File: src/rtl/cell_write_arbiter.sv
// ---------------------------------------------------------------------------
// cell_write_arbiter
//
// Purpose:
//   N-source write-port arbiter for the board-cell memory. Each source posts
//   cell writes independently. The block buffers one write per source,
//   picks one pending write per cycle and drives a single registered write
//   port into the cell RAM. Simultaneous posts are serialised, not lost.
//
// Build option:
//   ARB_FIXED_PRIO_EN  defined   -> fixed priority, lowest index wins
//                      undefined -> round-robin starting at a rotating pointer
//
// Ports:
//   clk           in   system clock, rising edge
//   rst           in   synchronous reset, active high
//   we_in         in   [N_SRC]        per-source write request
//   cell_x_in     in   [N_SRC*X_W]    packed x coords, source i at [i*X_W +: X_W]
//   cell_y_in     in   [N_SRC*Y_W]    packed y coords, same packing
//   new_value_in  in   [N_SRC*VAL_W]  packed values, same packing
//   busy          out  [N_SRC]        source buffer occupied
//   ack           out  [N_SRC]        one-cycle pulse, source write issued
//   drop          out  [N_SRC]        one-cycle pulse, post discarded (was busy)
//   cell_x_out    out  [X_W]          cell x to memory
//   cell_y_out    out  [Y_W]          cell y to memory
//   we_out        out  1              write enable to memory
//   new_value_out out  [VAL_W]        value to memory
// ---------------------------------------------------------------------------
module cell_write_arbiter #(
    parameter int N_SRC = 2,
    parameter int X_W   = 4,
    parameter int Y_W   = 4,
    parameter int VAL_W = 5
) (
    input  logic                     clk,
    input  logic                     rst,
    input  logic [N_SRC-1:0]         we_in,
    input  logic [N_SRC*X_W-1:0]     cell_x_in,
    input  logic [N_SRC*Y_W-1:0]     cell_y_in,
    input  logic [N_SRC*VAL_W-1:0]   new_value_in,
    output logic [N_SRC-1:0]         busy,
    output logic [N_SRC-1:0]         ack,
    output logic [N_SRC-1:0]         drop,
    output logic [X_W-1:0]           cell_x_out,
    output logic [Y_W-1:0]           cell_y_out,
    output logic                     we_out,
    output logic [VAL_W-1:0]         new_value_out
);

    localparam int PTR_W = (N_SRC > 1) ? $clog2(N_SRC) : 1;

    logic [N_SRC-1:0] r_pend;
    logic [X_W-1:0]   r_bufX   [N_SRC];
    logic [Y_W-1:0]   r_bufY   [N_SRC];
    logic [VAL_W-1:0] r_bufVal [N_SRC];

    logic             r_weOut;
    logic [N_SRC-1:0] r_ack;
    logic [N_SRC-1:0] r_drop;
    logic [X_W-1:0]   r_xOut;
    logic [Y_W-1:0]   r_yOut;
    logic [VAL_W-1:0] r_valOut;

    logic             w_anyPend;
    logic [PTR_W-1:0] w_winner;
    logic [N_SRC-1:0] w_grant;

`ifdef ARB_FIXED_PRIO_EN

    // Fixed priority: scanning downwards leaves the lowest set index last.
    always_comb begin
        w_anyPend = |r_pend;
        w_winner  = '0;
        for (int j = N_SRC - 1; j >= 0; j--) begin
            if (r_pend[j]) begin
                w_winner = PTR_W'(j);
            end
        end
    end

`else

    logic [PTR_W-1:0] r_ptr;
    logic [N_SRC-1:0] w_rotPend;
    logic [PTR_W-1:0] w_offset;
    logic [PTR_W:0]   w_sum;

    // Rotate the pending vector so bit 0 is the source at the pointer, find
    // the first set bit, then map the offset back to a source index mod N_SRC.
    always_comb begin
        w_anyPend = |r_pend;
        w_rotPend = N_SRC'({r_pend, r_pend} >> r_ptr);
        w_offset  = '0;
        for (int j = N_SRC - 1; j >= 0; j--) begin
            if (w_rotPend[j]) begin
                w_offset = PTR_W'(j);
            end
        end
        w_sum = {1'b0, r_ptr} + {1'b0, w_offset};
        if (w_sum >= (PTR_W+1)'(N_SRC)) begin
            w_sum = w_sum - (PTR_W+1)'(N_SRC);
        end
        w_winner = w_sum[PTR_W-1:0];
    end

    // The pointer moves just past the source that won, so it goes last next time.
    always_ff @(posedge clk) begin
        if (rst) begin
            r_ptr <= '0;
        end else if (w_anyPend) begin
            if (w_winner == PTR_W'(N_SRC - 1)) begin
                r_ptr <= '0;
            end else begin
                r_ptr <= w_winner + 1'b1;
            end
        end
    end

`endif

    always_comb begin
        w_grant = '0;
        if (w_anyPend) begin
            w_grant[w_winner] = 1'b1;
        end
    end

    // Grant and capture use the pending state from before the edge: a source
    // being granted is still busy, so a post from it in that cycle is dropped.
    always_ff @(posedge clk) begin
        if (rst) begin
            r_pend   <= '0;
            r_weOut  <= 1'b0;
            r_ack    <= '0;
            r_drop   <= '0;
            r_xOut   <= '0;
            r_yOut   <= '0;
            r_valOut <= '0;
            for (int j = 0; j < N_SRC; j++) begin
                r_bufX[j]   <= '0;
                r_bufY[j]   <= '0;
                r_bufVal[j] <= '0;
            end
        end else begin
            r_weOut <= w_anyPend;
            r_ack   <= w_grant;
            r_drop  <= we_in & r_pend;
            // Data outputs hold while idle; memory qualifies them with we_out.
            if (w_anyPend) begin
                r_xOut   <= r_bufX[w_winner];
                r_yOut   <= r_bufY[w_winner];
                r_valOut <= r_bufVal[w_winner];
            end
            for (int j = 0; j < N_SRC; j++) begin
                if (w_grant[j]) begin
                    r_pend[j] <= 1'b0;
                end else if (we_in[j] && !r_pend[j]) begin
                    r_pend[j]   <= 1'b1;
                    r_bufX[j]   <= cell_x_in[j*X_W +: X_W];
                    r_bufY[j]   <= cell_y_in[j*Y_W +: Y_W];
                    r_bufVal[j] <= new_value_in[j*VAL_W +: VAL_W];
                end
            end
        end
    end

    assign busy          = r_pend;
    assign ack           = r_ack;
    assign drop          = r_drop;
    assign we_out        = r_weOut;
    assign cell_x_out    = r_xOut;
    assign cell_y_out    = r_yOut;
    assign new_value_out = r_valOut;

endmodule

File: config.mk
export PLATFORM = sky130hd
export DESIGN_NAME = cell_write_arbiter
export DESIGN_NICKNAME = d
export VERILOG_FILES = /design/src/rtl/cell_write_arbiter.sv
export SDC_FILE = /design/constraint.sdc
export NUM_CORES = 1
export LEC_CHECK = 0
export BUFFER_PORTS_ARGS = -buffer_cell sky130_fd_sc_hd__buf_2
export CORE_MARGIN = 3
export CORE_UTILIZATION = 51
export CTS_CLUSTER_DIAMETER = 50
export DETAILED_ROUTE_END_ITERATION = 6
export PLACE_DENSITY = 0.78
export RECOVER_POWER = 100
export SYNTH_ARGS = -nofsm -noshare
export SYNTH_HDL_FRONTEND = slang
export SYNTH_SLANG_ARGS = --single-unit
File: constraint.sdc
create_clock -name clk -period 2.35 [get_ports clk]
set_clock_uncertainty 0.15 [all_clocks]
set_input_delay 0.705 -clock clk [delete_from_list [all_inputs] [get_ports clk]]
set_output_delay 0.705 -clock clk [all_outputs]
set_load 0.1 [all_outputs]
Yosys cells after proc, flatten, opt, wreduce, memory -nomap -nowiden
Memory sizes are Yosys's and may differ from the RTL's. A register that Yosys moved wholly into a read port is not among the register bits. Cells that the tools add are included.

Output and inout port bits: 20. Memories: 3. RAM bits: 26. Word-level logic and storage cells: 54. Register bits after elaboration: 8.

Bitwise operators: 7. $add $sub $neg: 3. Reduce and logical (&&, ||, !) cells: 8. $lt $le $gt $ge: 3. Multiplexer cells: 23. Shifts and indexed selects: 1.

Memory list: r_bufVal (words 2, width 5, read ports 1, clocked after Yosys merged registers in 1, wr ports 2, RTL line 55) `logic [VAL_W-1:0] r_bufVal [N_SRC];`; r_bufX (words 2, width 4, read ports 1, clocked after Yosys merged registers in 1, wr ports 2, RTL line 53) `logic [X_W-1:0] r_bufX [N_SRC];`; r_bufY (words 2, width 4, read ports 1, clocked after Yosys merged registers in 1, wr ports 2, RTL line 54) `logic [Y_W-1:0] r_bufY [N_SRC];`.

Operators with widths (number): $mux W4 (4); $mux W1 (15); $mux W5 (2); $or A1 B1 Y1 (6); $reduce_or A2 Y1 (3); $shr A4 B1 Y2 (1); $logic_and A1 B1 Y1 (3); $add A1 B1 Y2 (1); $and A2 B2 Y2 (1); $ge A2 B2 Y1 const B (1); $logic_not A1 Y1 (2); $lt A1 B2 Y1 const B (1); $mux W2 (1); $add A1 B1 Y1 const B (1); $demux W1 S1 (1); $ge A1 B1 Y1 const B (1); $sub A1 B1 Y1 const B (1).

Longest topological paths before layout
Gate-level depths: netlist (run 1).

Word-level depth: 15. Depth in mapped cells: 6.

Least setup slack after synthesis (run 1)
No wires, ideal clock.

Kind: register -> register. From: register r_pend[1], in the netlist busy[1]. To: memory r_bufVal[0][0], data pin. Period minus slack after synthesis: 2.111 ns. Slack: 0.239 ns. Stages on the path, launching flop included: 6. Arrival time: 1.706 ns. Buffers on the path: 2. Cells stage by stage: dfxtp_1 -> buf_6 -> nand2b_1 -> a21oi_2 -> buf_2 -> and2_1.

RTL lines: from (decl) (RTL line 52) `logic [N_SRC-1:0] r_pend;`; from (signal assigned) (RTL line 132) `r_pend <= '0;`; from (signal, indexed assignment) (RTL line 156) `r_pend[j] <= 1'b0;`; from (signal, indexed assignment) (RTL line 158) `r_pend[j] <= 1'b1;`; to (decl) (RTL line 55).

Worst setup path in the final report (run 1)
From: register r_pend[1], in the netlist busy[1]. To: output busy[1].

RTL lines: to (decl) (RTL line 41) `output logic [N_SRC-1:0] busy,`.

No word-level cell between the ends.

==> flow_metrics.py, run 1 <==
metrics = {
    "detailed_routing": {
        "ant_nets": 0,
        "wl_per_cell_um": 13.6,
        "dr.first_iter.drc_count": 117,
        "drc": 0,
        "wl_um": 3450,
        "routed-via-count": 1316,
        "dr.pass1.iters": 4,
        "vias_per_cell": 5.20,
    },
    "cells_and_area": {
        "diodes": 0,
        "area_growth_pct": 15.9,
        "fin_nets": 236,
        "fillers": 298,
        "layout-drive-gt1-share_pct": 30.0,
    },
    "worst_setup_path": {
        "end_kind": "primary output",
        "start_kind": "flop",
        "crit_start": "busy[1]$_SDFFE_PP0P_",
        "timing.critical_path.buf_inv": 1,
        "r2r-start": "busy[0]$_SDFFE_PP0N_",
        "crit_fanout": 11,
        "path_class": "flop to primary output",
        "critPathArrivalTime_ns": 1.34,
        "rr_worst_depth": 3,
        "reg2reg_to": "r_bufX[0][1]$_SDFFCE_PN0P_",
        "crit_slowest_cell": "clkbuf_2",
        "slowest_delay_ns": 0.52,
        "r2r_setup_slack_ns": 0.46,
        "cp_data_required_time_ns": 1.49,
        "crit_family": "buffers and inverters",
        "cp_cell_sequence": "clkbuf_2",
    },
    "power": {
        "ir_drop_mv": 0.447,
        "cellLeakagePower_uw": 0.000885,
        "powerDensity_nw_per_um2": 839,
    },
    "clock_network": {
        "tritoncts": "done",
        "cts_max_level": 2,
        "clk_pin_slew_ns": 0.08,
        "cts_sinks": 47,
        "clkLatencyLatePin_ns": 0.30,
        "cts_hold_buf": 0,
        "post_cts_buffers": 0,
        "cts_resized": 0,
        "cts_made_buffers": 5,
        "ctsRootBufferMaster": "clkbuf_8",
        "clock_path_buffers": 2,
    },
    "sta": {
        "worstMarginPinSlew_ns": 0.991,
        "rsz0062_at_grt": "false",
        "whs_ns": 0.352,
        "max_freq_mhz": 457,
        "relSlewSlack_pct": 33.9,
        "finalSetupViolCount": 0,
        "drv_slew": 0,
        "finalCriticalPeriod_ns": 2.19,
        "tns_ns": 0,
        "hold_viol_final": 0,
        "fin_crit_sh_pct": 93.2,
    },
    "synth": {
        "syn_area_um2": 1910,
        "avgSynthCellArea_um2": 11.8,
        "yosysTopAreaCellShare_pct": 40.9,
        "yosysTopAreaCell": "edfxtp_1",
        "synth_cells": 161,
        "synth_flop_cell": "edfxtp_1",
        "synth-seq-area-share_pct": 63.0,
        "synth_edf_count": 26,
        "synth.most_common_cell": "and2_1",
        "yosys_warnings": 0,
        "syn_nets": 191,
        "synth_common_cells": "and2_1, edfxtp_1, dfxtp_1, nor2_1",
        "ys_seq_elements": 47,
        "synthArstFlopShare_pct": 0,
        "yosysUniqueCellTypes": 25,
        "synth_area_leaders": "edfxtp_1, dfxtp_1, and2_1",
    },
    "global_routing": {
        "grt_overflow": 0,
        "top_usage_layer": "met2",
        "antenna_found_initial": 0,
        "met3_usage_pct": 6.49,
        "use_met1_pct": 20.5,
        "grt_max_degree": 27,
        "grt_pass1_vias": 1187,
        "track_usage_pct": 17.1,
        "grt_pass1_wl_um": 5520,
        "globalRouteMet2Util_pct": 27.7,
    },
    "hold_path": {
        "whs_path_depth": 2,
        "min_from": "new_value_out[4]$_SDFFE_PP0N_",
        "hp-class": "flop to flop",
        "hold_path_end": "new_value_out[4]$_SDFFE_PP0N_",
    },
    "floorplan": {
        "start_util_pct": 55.0,
        "row_count": 21,
        "die_area_um2": 4510,
        "core_area_um2": 3470,
        "die_w_um": 67.1,
        "die_h_um": 67.1,
        "io_pins": 50,
    },
    "placement": {
        "port_buffers": 49,
        "hpwl_um": 2410,
        "gp_congestion": 0.749,
    },
    "job": {
        "drv_cap": 0,
    },
    "run_status": {
        "outcome": "finished clean",
    },
}
[cells in the final DEF, fill, tap and decap left out, types with 2 or more instances in the layout]
cell type	count
edfxtp_1	26
nand3_1	13
nor2_1	16
and2_0	15
dfxtp_1	21
a311oi_1	13
clkbuf_8	6
buf_2	28
clkbuf_2	22
and2_1	12
o21ai_0	13
nand2b_1	4
a21oi_1	2
and3b_1	2
[worst register-to-register path: cells and delay by family, from the launching register on]
kind,cells,cell delay [ns]
DFF,1,0.40
and+or+nand+nor,2,0.51
AOI/OAI and AO/OA,1,0.70
[power by group]
group	total, uW	internal [uW]	switching (uW)
combinational	391	82.1	309
sequential	972	941	31.2
clock	492	235	258
[metrics by stage]
stage          std cells  area [um2]  setup WS (ns)  power [uW]  utilization [%]
2_1_floorplan        161        1910          0.239        1320                -
5_1_grt              253        2210         0.0643        1940             63.7
3_3_place_gp         245        2120          0.248        1380             61.2
3_5_place_dp         245        2120          0.210        1390             61.2
4_1_cts              253        2220          0.178        1870             63.9
6_report             253        2210          0.160        1860             63.7
[cells by family after synthesis]
group                  count (synthesis)  synth area share (%)
DFF                                   47                  63.0
and+or+nand+nor                       70                  20.2
buffers and inverters                 13                  5.31
AOI/OAI and AO/OA                     31                  11.5
[layout make-up]
type | instances | area, um2 | share of cell area (%)
sequential | 47 | 1200 | 54.3
timing repair buffer | 51 | 254 | 11.5
clock buffer | 6 | 82.6 | 3.74
multi-input combinational | 101 | 604 | 27.3
tap | 46 | 57.6 | 2.60
clock inverter | 2 | 11.3 | 0.509
[registers in the layout, indices dropped and copies added (netlist names)]
| register | cells |
|---|---|
| ack | 2 |
| cell_y_out | 4 |
| we_out | 1 |
| r_bufVal | 10 |
| r_bufX | 8 |
| new_value_out | 5 |
| cell_x_out | 4 |
| busy | 2 |
| r_bufY | 8 |
| r_ptr | 1 |
| drop | 2 |
[metal layers]
layer	vias to the layer above	part of all wire, %
met5	-	0
met1	601	43
met3	7	7.0
met4	0	1.5
li1	666	-
met2	42	49
[worst max path at each step]
stage	depth (start not counted)	end	slack, ns
2_1_floorplan	5	r_bufVal[0][0]$_SDFFCE_PN0P_	0.24
3_3_place_gp	4	r_bufVal[0][4]$_SDFFCE_PN0P_	0.25
3_5_place_dp	4	r_bufVal[0][4]$_SDFFCE_PN0P_	0.21
4_1_cts	1	busy[1]	0.18
5_1_grt	3	r_bufVal[0][4]$_SDFFCE_PN0P_	0.06
6_report	1	busy[1]	0.16
Note: power is estimated with default switching activity, not from simulation.
==> run 2, diff against run 1 <==
--- a/config.mk
+++ b/config.mk
@@ -10,6 +10,7 @@
 export CORE_UTILIZATION = 51
 export CTS_CLUSTER_DIAMETER = 50
 export DETAILED_ROUTE_END_ITERATION = 6
+export MAX_ROUTING_LAYER = met4
 export PLACE_DENSITY = 0.78
 export RECOVER_POWER = 100
 export SYNTH_ARGS = -nofsm -noshare
==> run 2 against run 1 <==
Effect of this change:
- non-clock buffer count stayed put
- clock power hardly changed
- critical path depth is 2 higher
- global-route usage is 0.46 points higher
- core utilization stayed put
- hold slack hardly changed
- sequential cell count stayed put
- critical path type is now primary input to flop
- largest power group unchanged
==> flow_metrics.py, run 2 (synthesized netlist as in run 1, its figures left out) <==
metrics = {
    "run_status": {
        "outcome": "finished clean",
    },
    "clock_network": {
        "cts_made_buffers": 5,
        "clock_path_buffers": 2,
        "post_cts_buffers": 0,
        "cts_hold_buf": 0,
        "ctsRootBufferMaster": "clkbuf_8",
        "clk_pin_slew_ns": 0.08,
        "cts_resized": 0,
        "cts_sinks": 47,
        "clkLatencyLatePin_ns": 0.30,
        "tritoncts": "done",
        "cts_max_level": 2,
    },
    "worst_setup_path": {
        "slowest_delay_ns": 0.71,
        "cp_data_required_time_ns": 2.19,
        "crit_cells": 3,
        "crit_start": "rst",
        "end_kind": "flop",
        "crit_fanout": 24,
        "timing.critical_path.buf_inv": 2,
        "start_kind": "primary input",
        "critPathArrivalTime_ns": 2.04,
        "r2r-start": "busy[0]$_SDFFE_PP0N_",
        "path_class": "primary input to flop",
        "cp_cell_sequence": "clkbuf_1, nand2b_1, clkbuf_2",
        "crit_slowest_cell": "clkbuf_1",
        "crit_family": "buffers and inverters",
        "rr_worst_depth": 3,
    },
    "power": {
        "finalPower_uw": 1860,
        "p_sw_uw": 600,
        "clkPwrFrac_pct": 26.6,
        "powerDensity_nw_per_um2": 840,
        "p_seq_share_pct": 52.3,
        "swShare_pct": 32.3,
        "ir_drop_mv": 0.448,
        "p_int_uw": 1260,
        "pwr-share-comb_pct": 21.0,
        "cellLeakagePower_uw": 0.000884,
    },
    "detailed_routing": {
        "vias_per_cell": 5.16,
        "ant_nets": 0,
        "wl_met3_um": 234,
        "wl_per_cell_um": 13.7,
        "met2WireLength_um": 1680,
        "routed-via-count": 1305,
        "wl_um": 3460,
        "top_layer": "met4",
        "dr.pass1.iters": 4,
        "drc": 0,
        "routedLengthMet1_um": 1480,
        "dr.first_iter.drc_count": 142,
    },
    "floorplan": {
        "die_area_um2": 4510,
        "io_pins": 50,
        "start_util_pct": 55.0,
        "die_w_um": 67.1,
        "core_area_um2": 3470,
        "die_h_um": 67.1,
        "row_count": 21,
    },
    "placement": {
        "placed_cell_area_um2": 2120,
        "dp_slack_ns": 0.210,
        "hpwl_um": 2410,
        "port_buffers": 49,
        "gp_congestion": 0.758,
    },
    "cells_and_area": {
        "largest_reg_flops": 10,
        "area_growth_pct": 15.9,
        "postLayoutCellArea_um2": 2210,
        "fillers": 298,
        "diodes": 0,
        "regMostFlops": "r_bufVal",
        "final_cell_mix": "buf_2, edfxtp_1, clkbuf_2, dfxtp_1",
        "reg_top3": "r_bufVal x10, r_bufX x8, r_bufY x8",
        "final_common_cell": "buf_2",
        "fin_nets": 236,
        "layout-drive-gt1-share_pct": 30.0,
    },
    "hold_path": {
        "whs_path_depth": 2,
        "min_from": "new_value_out[4]$_SDFFE_PP0N_",
        "hp-class": "flop to flop",
    },
    "sta": {
        "max_freq_mhz": 455,
        "fin_ws_ns": 0.150,
        "hold_viol_final": 0,
        "worstMarginPinSlew_ns": 0.987,
        "fin_crit_sh_pct": 93.6,
        "finalSetupViolCount": 0,
        "drv_slew": 0,
        "rsz0062_at_grt": "false",
        "finalCriticalPeriod_ns": 2.20,
        "relSlewSlack_pct": 34.2,
        "whs_ns": 0.352,
        "tns_ns": 0,
    },
    "global_routing": {
        "grt_max_degree": 27,
        "track_usage_pct": 17.6,
        "grt_pass1_wl_um": 5510,
        "antenna_found_initial": 0,
        "grt_pass1_vias": 1187,
        "grt_overflow": 0,
    },
    "job": {
        "drv_cap": 0,
    },
}
run 2: stage by stage:
| step | utilization [%] | instances |
|---|---|---|
| global placement | 61.2 | 245 |
| detailed placement | 61.2 | 245 |
| finish | 63.7 | 253 |
| floorplan | - | 161 |
| CTS | 63.9 | 253 |
| global route | 63.7 | 253 |
run 2: layer usage:
layer,GRT usage [%],vias up
met4,7.59,0
met2,27.7,47
li1,-,665
met3,5.49,7
met5,-,-
met1,20.7,586
run 2: final cells by class:
class	instances	area [um2]	area share (%)
flip-flops and latches	47	1200	54.3
multi-input cells	101	604	27.3
repair buffers	51	254	11.5
clock buffers	6	82.6	3.74
well taps	46	57.6	2.60
clock inverters	2	11.3	0.509
run 2: worst reg2reg max path: cells and delay by family, from the launching register on:
kind	cells	cell delay, ns
AOI/OAI and AO/OA	1	0.68
DFF	1	0.40
and+or+nand+nor	2	0.51
run 2: power groups by stage:
stage | sequential, uW | clock (uW) | combinational [uW]
after floorplan | 1180 | 0 | 137
after global placement | 987 | 0 | 391
after detailed placement | 989 | 0 | 397
after CTS | 971 | 507 | 396
after global routing | 981 | 544 | 416
final | 972 | 495 | 391
run 2: path summary, 6_finish.rpt:
path                                        end  slack (ns)
hold / removal    new_value_out[4]$_SDFFE_PP0N_        0.35
setup / recovery   r_bufVal[0][2]$_SDFFCE_PN0P_        0.15
setup reg to reg     r_bufX[0][1]$_SDFFCE_PN0P_        0.48
hold reg to reg   new_value_out[4]$_SDFFE_PP0N_        0.35
==> run 3, diff against run 2 <==
--- a/config.mk
+++ b/config.mk
@@ -5,13 +5,13 @@
 export SDC_FILE = /design/constraint.sdc
 export NUM_CORES = 1
 export LEC_CHECK = 0
-export BUFFER_PORTS_ARGS = -buffer_cell sky130_fd_sc_hd__buf_2
 export CORE_MARGIN = 3
-export CORE_UTILIZATION = 51
+export CORE_UTILIZATION = 58
 export CTS_CLUSTER_DIAMETER = 50
 export DETAILED_ROUTE_END_ITERATION = 6
+export DONT_BUFFER_PORTS = 1
 export MAX_ROUTING_LAYER = met4
-export PLACE_DENSITY = 0.78
+export PLACE_DENSITY = 0.74
 export RECOVER_POWER = 100
 export SYNTH_ARGS = -nofsm -noshare
 export SYNTH_HDL_FRONTEND = slang
==> constraint.sdc (replaced) <==
create_clock -name clk -period 2.09 [get_ports clk]
set_clock_uncertainty 0.15 [all_clocks]
set_input_delay 0.627 -clock clk [delete_from_list [all_inputs] [get_ports clk]]
set_output_delay 0.627 -clock clk [all_outputs]
set_load 0.1 [all_outputs]
==> run 3 against run 2 <==
Effect of this change:
- register-to-register slack got worse by 0.21 ns
- core utilization grew 2.0 points
- global-route usage is 2.4 points higher
- via count is 4.8% lower
- combinational power increased by 6.6%
- sequential power grew 12%
- die area down 11%
- sequential share of layout area rose by 4.7 points
- power up 4.6%
- critical endpoint is now cell_x_out[2]
==> flow_metrics.py, run 3 (synthesized netlist as in run 1, its figures left out) <==
metrics = {
    "power": {
        "ir_drop_mv": 0.482,
        "cellLeakagePower_uw": 0.000762,
        "powerDensity_nw_per_um2": 952,
    },
    "cells_and_area": {
        "regArea_um2": 1200,
        "largest_reg_flops": 10,
        "fin_nets": 208,
        "area_growth_pct": 7.02,
        "fillers": 272,
        "regMostFlops": "r_bufVal",
        "final_common_cell": "edfxtp_1",
        "diodes": 0,
        "multi_input_area_um2": 604,
        "postLayoutCellArea_um2": 2040,
        "layout-drive-gt1-share_pct": 19.6,
        "reg_top3": "r_bufVal x10, r_bufX x8, r_bufY x8",
        "final_cell_mix": "edfxtp_1, and2_0, dfxtp_1, nor2_1, clkbuf_2",
    },
    "detailed_routing": {
        "wl_um": 3550,
        "ant_nets": 0,
        "drc": 0,
        "dr.first_iter.drc_count": 118,
        "wl_per_cell_um": 15.9,
        "dr.pass1.iters": 4,
        "routed-via-count": 1242,
        "vias_per_cell": 5.57,
    },
    "sta": {
        "finalCriticalPeriod_ns": 1.95,
        "hold_viol_final": 0,
        "relSlewSlack_pct": 41.3,
        "drv_slew": 0,
        "worstMarginPinSlew_ns": 0.880,
        "rsz0062_at_grt": "false",
        "fin_ws_ns": 0.138,
        "fin_crit_sh_pct": 93.4,
        "tns_ns": 0,
        "max_freq_mhz": 512,
        "finalSetupViolCount": 0,
    },
    "global_routing": {
        "track_usage_pct": 19.9,
        "antenna_found_initial": 0,
        "grt_pass1_wl_um": 5880,
        "grt_pass1_vias": 1226,
        "grt_overflow": 0,
        "grt_max_degree": 27,
    },
    "worst_setup_path": {
        "crit_start": "cell_x_out[2]$_SDFFE_PP0N_",
        "crit_slowest_cell": "clkbuf_2",
        "end_kind": "primary output",
        "r2r_setup_slack_ns": 0.27,
        "cp_cell_sequence": "clkbuf_2",
        "crit_cells": 1,
        "timing.critical_path.buf_inv": 1,
        "path_class": "flop to primary output",
        "slowest_delay_ns": 0.46,
        "cp_data_required_time_ns": 1.31,
        "rr_worst_depth": 3,
        "crit_family": "buffers and inverters",
        "start_kind": "flop",
        "endpoint": "cell_x_out[2]",
        "reg2reg_to": "r_bufVal[0][0]$_SDFFCE_PN0P_",
        "r2r-start": "busy[0]$_SDFFE_PP0N_",
        "critPathArrivalTime_ns": 1.18,
        "crit_fanout": 2,
    },
    "placement": {
        "port_buffers": 0,
        "dp_slack_ns": 0.161,
        "hpwl_um": 2450,
        "gp_congestion": 0.796,
        "placed_cell_area_um2": 2050,
    },
    "run_status": {
        "outcome": "finished clean",
    },
    "clock_network": {
        "clock_path_buffers": 2,
        "cts_hold_buf": 0,
        "clkLatencyLatePin_ns": 0.36,
        "tritoncts": "done",
        "cts_resized": 0,
        "ctsRootBufferMaster": "clkbuf_4",
        "cts_made_buffers": 5,
        "cts_sinks": 47,
        "clk_pin_slew_ns": 0.13,
        "cts_max_level": 2,
        "post_cts_buffers": 0,
    },
    "job": {
        "drv_cap": 0,
    },
    "floorplan": {
        "io_pins": 50,
        "die_w_um": 63.3,
        "row_count": 20,
        "die_area_um2": 4010,
        "start_util_pct": 61.5,
        "core_area_um2": 3100,
        "die_h_um": 63.3,
    },
    "hold_path": {
        "hp-class": "primary input to flop",
    },
}
## run 3: cell count changes in the layout (fill, tap and decap cells not counted), moves of 2 or more
cell | before | now
buf_4 | 0 | 2
clkbuf_4 | 0 | 5
clkbuf_2 | 22 | 15
dfxtp_1 | 21 | 19
clkbuf_8 | 6 | 1
buf_2 | 28 | 4
and2_1 | 11 | 8
dfxtp_2 | 0 | 2
and2_0 | 16 | 19
clkbuf_1 | 1 | 3
## run 3: area by class of cell
| type | count | share of cell area (%) |
|---|---|---|
| tap | 44 | 2.70 |
| sequential | 47 | 59.0 |
| multi-input combinational | 101 | 29.6 |
| clock buffer | 7 | 2.70 |
| timing repair buffer | 23 | 5.76 |
| clock inverter | 1 | 0.245 |
## run 3: worst min-delay path by stage
stage                                                to  slack (ns)  depth (start not counted)                  startpoint
after floorplan              cell_x_out[3]$_SDFFE_PP0N_        0.37                          2  r_bufX[0][3]$_SDFFCE_PN0P_
after global placement       cell_x_out[2]$_SDFFE_PP0N_        0.33                          2  cell_x_out[2]$_SDFFE_PP0N_
after detailed placement     cell_y_out[1]$_SDFFE_PP0N_        0.34                          2  cell_y_out[1]$_SDFFE_PP0N_
after CTS                 new_value_out[3]$_SDFFE_PP0N_        0.15                          1                         rst
after global routing         cell_x_out[1]$_SDFFE_PP0N_        0.13                          1                         rst
final                     new_value_out[3]$_SDFFE_PP0N_        0.17                          1                         rst
## run 3: report_power, final
group | switching, uW | total [uW] | internal, uW
logic | 342 | 417 | 75.8
registers | 31.0 | 1090 | 1060
clock network | 272 | 435 | 163
total | 645 | 1940 | 1300
## run 3: through the flow
step	total power, uW	util [%]	instances	hold slack [ns]
floorplan	1490	-	161	0.370
global placement	1540	66.0	215	0.333
detailed placement	1560	66.0	215	0.342
CTS	1980	67.9	223	0.152
global route	2030	65.8	223	0.132
finish	1940	65.8	223	0.170
## run 3: metal layers
metal / wire (um) / vias to the layer above / part of all wire [%] / GRT usage (%)
met5: 0 / - / 0 / -
met4: 61 / 0 / 1.7 / 8.89
met3: 223 / 7 / 6.3 / 4.99
met2: 1790 / 47 / 50 / 34.3
met1: 1470 / 575 / 41 / 21.7
li1: - / 613 / - / -
